<file path="src/rtl/floppy_pkg.sv">
// Shared types and defaults for the floppy disk-image fetch arbiter.
package floppy_pkg;

  typedef enum logic {
    ST_IDLE = 1'b0,
    ST_WAIT = 1'b1
  } arb_state_t;

  localparam int AW_DEF      = 22;
  localparam int TIMEOUT_DEF = 255;

endpackage

</file>
<file path="src/rtl/floppy_arb_watchdog.sv">
// WAIT-state watchdog for floppy_img_arbiter. Only built when
// FLOPPY_ARB_TIMEOUT_EN is defined; counts cycles while run is high and
// flags expiry in the TIMEOUT-th cycle so the arbiter aborts on that edge.
`ifdef FLOPPY_ARB_TIMEOUT_EN
module floppy_arb_watchdog
  import floppy_pkg::*;
#(
  parameter int TIMEOUT = TIMEOUT_DEF
) (
  input  logic clk8,
  input  logic _reset,
  input  logic run,
  output logic expired
);

  logic [7:0] count;

  assign expired = run && (count == 8'(TIMEOUT - 1));

  // Count WAIT cycles; cleared whenever the arbiter is idle.
  always_ff @(posedge clk8 or negedge _reset) begin
    if (!_reset) begin
      count <= '0;
    end else if (!run) begin
      count <= '0;
    end else if (!expired) begin
      count <= count + 8'd1;
    end
  end

endmodule
`endif

</file>
<file path="src/rtl/floppy_img_arbiter.sv">
// Round-robin arbiter sharing one disk-image read port between the internal
// (0) and external (1) floppy drives. One transaction at a time: IDLE picks a
// requester, WAIT holds the memory request until memReadAck.
// Optional WAIT watchdog: define FLOPPY_ARB_TIMEOUT_EN to abort stalled reads
// after TIMEOUT cycles with rdData = 8'hFF and a timeout pulse.
module floppy_img_arbiter
  import floppy_pkg::*;
#(
  parameter int TIMEOUT = TIMEOUT_DEF,
  parameter int AW      = AW_DEF
) (
  input  logic          clk8,
  input  logic          _reset,
  input  logic          req0,
  input  logic [AW-1:0] addr0,
  input  logic          req1,
  input  logic [AW-1:0] addr1,
  output logic          ack0,
  output logic          ack1,
  output logic [7:0]    rdData,
  output logic [AW-1:0] memReadAddr,
  output logic          memReadReq,
  input  logic          memReadAck,
  input  logic [7:0]    memReadData,
  output logic          grant,
  output logic          busy,
  output logic          timeout
);

  if (TIMEOUT < 1 || TIMEOUT > 255) begin : g_bad_timeout
    $error("floppy_img_arbiter: TIMEOUT must be in 1..255");
  end

  arb_state_t state, state_n;
  logic       tie_pick;   // requester that wins the next tie
  logic       take0, take1;
  logic       start, sel, done, abort;
  logic       expired;

  assign memReadReq = (state == ST_WAIT);
  assign busy       = (state == ST_WAIT);

  // A level request is still visible in its own ack cycle; masking it there
  // stops a just-served requester from launching a duplicate fetch.
  assign take0 = req0 & ~ack0;
  assign take1 = req1 & ~ack1;

  // State register.
  always_ff @(posedge clk8 or negedge _reset) begin
    if (!_reset) state <= ST_IDLE;
    else         state <= state_n;
  end

  // Next-state logic: arbitration in IDLE, completion/abort in WAIT.
  always_comb begin
    state_n = state;
    start   = 1'b0;
    sel     = tie_pick;
    done    = 1'b0;
    abort   = 1'b0;
    case (state)
      ST_IDLE: begin
        if (take0 || take1) begin
          start   = 1'b1;
          state_n = ST_WAIT;
          if (take0 && !take1)      sel = 1'b0;
          else if (take1 && !take0) sel = 1'b1;
          else                      sel = tie_pick;
        end
      end
      ST_WAIT: begin
        if (memReadAck) begin
          done    = 1'b1;
          state_n = ST_IDLE;
        end else if (expired) begin
          abort   = 1'b1;
          state_n = ST_IDLE;
        end
      end
      default: state_n = ST_IDLE;
    endcase
  end

  // Address/grant capture at start; data, ack pulse and pointer at completion.
  always_ff @(posedge clk8 or negedge _reset) begin
    if (!_reset) begin
      memReadAddr <= '0;
      grant       <= 1'b0;
      rdData      <= 8'h00;
      ack0        <= 1'b0;
      ack1        <= 1'b0;
      tie_pick    <= 1'b0;
    end else begin
      ack0 <= 1'b0;
      ack1 <= 1'b0;
      if (start) begin
        memReadAddr <= sel ? addr1 : addr0;
        grant       <= sel;
      end
      if (done || abort) begin
        rdData   <= done ? memReadData : 8'hFF;
        ack0     <= ~grant;
        ack1     <= grant;
        tie_pick <= ~grant;
      end
    end
  end

`ifdef FLOPPY_ARB_TIMEOUT_EN
  floppy_arb_watchdog #(
    .TIMEOUT (TIMEOUT)
  ) u_watchdog (
    .clk8    (clk8),
    ._reset  (_reset),
    .run     (busy),
    .expired (expired)
  );

  // Abort pulse, aligned with the ack pulse it accompanies.
  always_ff @(posedge clk8 or negedge _reset) begin
    if (!_reset) timeout <= 1'b0;
    else         timeout <= abort;
  end
`else
  assign expired = 1'b0;
  assign timeout = 1'b0;
`endif

endmodule
</file>
<file path="config.mk">
export PLATFORM = sky130hd
export DESIGN_NAME = floppy_img_arbiter
export DESIGN_NICKNAME = d
export VERILOG_FILES = /design/src/rtl/floppy_pkg.sv /design/src/rtl/floppy_arb_watchdog.sv /design/src/rtl/floppy_img_arbiter.sv
export SDC_FILE = /design/constraint.sdc
export NUM_CORES = 1
export LEC_CHECK = 0
export ABC_CLOCK_PERIOD_IN_PS = 2300
export CORE_ASPECT_RATIO = 0.6
export CORE_MARGIN = 5
export CORE_UTILIZATION = 45
export DETAILED_ROUTE_END_ITERATION = 7
export MAX_ROUTING_LAYER = met4
export PLACE_DENSITY = 0.85
export SKIP_LAST_GASP = 1
export SLEW_MARGIN = 25
export SYNTH_ARGS = -nofsm -noshare
export SYNTH_HDL_FRONTEND = slang
export SYNTH_SLANG_ARGS = --single-unit
</file>
<file path="constraint.sdc">
create_clock -name clk8 -period 2.3 [get_ports clk8]
set_clock_uncertainty 0.05 [all_clocks]
set_input_delay 0.46 -clock clk8 [delete_from_list [all_inputs] [get_ports clk8]]
set_output_delay 0.46 -clock clk8 [all_outputs]
set_load 0.05 [all_outputs]
</file>
==> flow_metrics.tcl, run 1 <==
set metrics [dict create \
    status "complete, no violations" \
    synth_cell_types 25 \
    firstDrtPassIters 4 \
    cellPowerDensity_nw_per_um2 1260 \
    tightestPinTransition_ns 0.804 \
    synth_seq_cells 35 \
    die_y_um 62.3 \
    synth.area.top_cells "dfrtp_1 43%, a2111o_1 12%, o2111ai_1 9.4%, inv_1 8.4%, o211ai_2 6.1%" \
    crit_slowest_cell "clkdlybuf4s50_1" \
    hold_violations 0 \
    worstHoldPathType "input port to async pin" \
    htreeDepth 2 \
    die_x_um 97.1 \
    netlist_instances 194 \
    drt_iter0_drc 94 \
    routedWlPerCell_um 16.0 \
    core-area_sq_um 4490 \
    worst_path_largest_cell_delay_ns 0.83 \
    worstPathBufferInverterCount 1 \
    drc 0 \
    finish.utilization 0.681 \
    max_cap_viol_count 0 \
    async_flop_share 1.00 \
    place_area_sq_um 2960 \
    ant_nets 0 \
    worst_ep_required_time_ns 1.79 \
    fp.dieArea_sq_um 6050 \
    drive_above_1_share 0.123 \
    antenna_found_initial 0 \
    crit_path_max_fanout 3 \
    finalSetupTns_ns 0 \
    layout.nets 333 \
    hold_buffers 0 \
    clk_latency_ns 0.29 \
    synth_most_common_cell "inv_1" \
    relSlewSlack 0.464 \
    rsz0062_at_grt "no" \
    totalWireLength_um 5430 \
    worstSetupStartpointType "flip-flop" \
    clock-sinks 35 \
    synth_flop_cell "dfrtp_1" \
    ir_worst_vdd_mv 0.781 \
    cts.path.max_buffers 2 \
    critPathKind "flip-flop to primary output" \
    cts-root-buf "clkbuf_8" \
    synth_edf_count 0 \
    drv_slew 0 \
    grt_pass1_wl_um 9070 \
    critPathTopFamily "buffers and inverters" \
    cts_resized 0 \
    p_leak_nw 1.29 \
    syn_avg_cell_area_sq_um 10.6 \
    synth_nets 251 \
    critPathArrivalTime_ns 1.51 \
    io_buffer_count 91 \
    numCtsBuffers 5 \
    cts_tree "yes" \
    max_freq_ghz 0.495 \
    fin_area_sq_um 3060 \
    num-fill-cells 330 \
    rows 19 \
    dp_hpwl_um 3910 \
    grt_pass1_vias 1734 \
    grt_max_degree 36 \
    critical_path.cell_chain "clkdlybuf4s50_1" \
    setup_viol 0 \
    place_congestion 0.827 \
    power_mw 3.86 \
    r2r_slack_ns 0.54 \
    synthTopCellsByCount "46 x inv_1, 35 x dfrtp_1, 22 x a2111o_1, 22 x o2111ai_1, 13 x o211ai_1" \
    min_period_ns 2.02 \
    end_kind "primary output" \
    finalCritPeriodShare 0.878 \
    ys_seq_area_frac 0.428 \
    yosysTopAreaCell "dfrtp_1" \
    yosysTopAreaCellShare 0.428 \
    clkTransAtPathRegs_ns 0.07 \
    ios 93 \
    viasPerCell 5.31 \
    routed-via-count 1804 \
    start_util 0.456 \
    syn2layout_area_growth_pct 49.4 \
    post_cts_buffers 0 \
    antenna_cells 0 \
    synthesis.area_sq_um 2050 \
    grt_overflow 0 \
    grt_use_total 0.186 \
    yosysWarnings 0 \
]
## power breakdown
group / internal, mW / total [mW] / switching, mW
registers: 0.874 / 1.07 / 0.197
logic: 0.806 / 2.29 / 1.48
clock network: 0.273 / 0.503 / 0.230
## area by class of cell
| class | count | area [sq um] | share of cell area |
|---|---|---|---|
| Clock buffer | 7 | 96.3 | 0.0315 |
| Clock inverter | 1 | 7.51 | 0.00245 |
| Inverter | 46 | 173 | 0.0564 |
| Multi-Input combinational cell | 88 | 836 | 0.273 |
| Sequential cell | 35 | 876 | 0.286 |
| Tap cell | 63 | 78.8 | 0.0258 |
| Timing Repair Buffer | 100 | 993 | 0.325 |
## routing by layer
layer | track usage | wire [um]
met1 | 0.276 | 2680
met5 | - | 0
met3 | 0.0526 | 303
met4 | 0.0315 | 6
met2 | 0.255 | 2440
## per-stage QoR
stage | hold WS [ns] | cells | worst slack (ns)
2_1_floorplan | 0.114 | 194 | 0.694
3_3_place_gp | 0.402 | 332 | 0.275
3_5_place_dp | 0.409 | 332 | 0.239
4_1_cts | 0.233 | 340 | 0.265
5_1_grt | 0.269 | 340 | 0.223
6_report | 0.208 | 340 | 0.280
## final timing paths
kind,end,start,depth (start not counted)
min reg2reg,ack0$_DFF_PN0_,grant$_DFFE_PN0P_,1
min in group clk8,ack0$_DFF_PN0_,grant$_DFFE_PN0P_,1
max reg2reg,memReadAddr[6]$_DFFE_PN0P_,busy$_DFF_PN0_,4
max,ack1,ack1$_DFF_PN0_,1
min,memReadAddr[14]$_DFFE_PN0P_,_reset,1
max in group asynchronous,memReadAddr[2]$_DFFE_PN0P_,_reset,1
## state kept, by name, summed over array words and instances (netlist names)
| name | count |
|---|---|
| memReadAddr | 22 |
| rdData | 8 |
| ack0 | 1 |
| ack1 | 1 |
| busy | 1 |
| grant | 1 |
| tie_pick | 1 |
## cells by family after synthesis
family | count (synthesis) | share of synthesized area
other | 1 | 0.00183
flip-flops | 35 | 0.428
multiplexers | 8 | 0.0440
AO/OA/AOI/OAI | 70 | 0.333
buffers and inverters | 71 | 0.164
AND/OR/NAND/NOR | 9 | 0.0293
## placed cells by master, fill, tap and decap left out
master	instances
inv_1	46
nor2b_4	1
buf_2	1
nand3_1	1
a21oi_1	1
a2111o_1	22
clkbuf_8	7
buf_4	9
nand2_1	1
clkdlybuf4s50_1	88
o211ai_1	13
nand2b_1	1
clkinvlp_4	1
dfrtp_1	35
conb_1	1
nand2b_4	1
o211ai_2	10
and2_1	1
buf_12	2
nor2_1	3
mux2_2	1
mux2_1	7
a21oi_2	1
o2111ai_1	22
o21ai_1	1
(Power assumes the default switching activity.)
==> inputs of run 2 (changes only) <==
GPL_TIMING_DRIVEN = 1   (was default)
==> results of run 2 <==
Same layout as run 1: the final DEF is identical, and so are final timing and power.
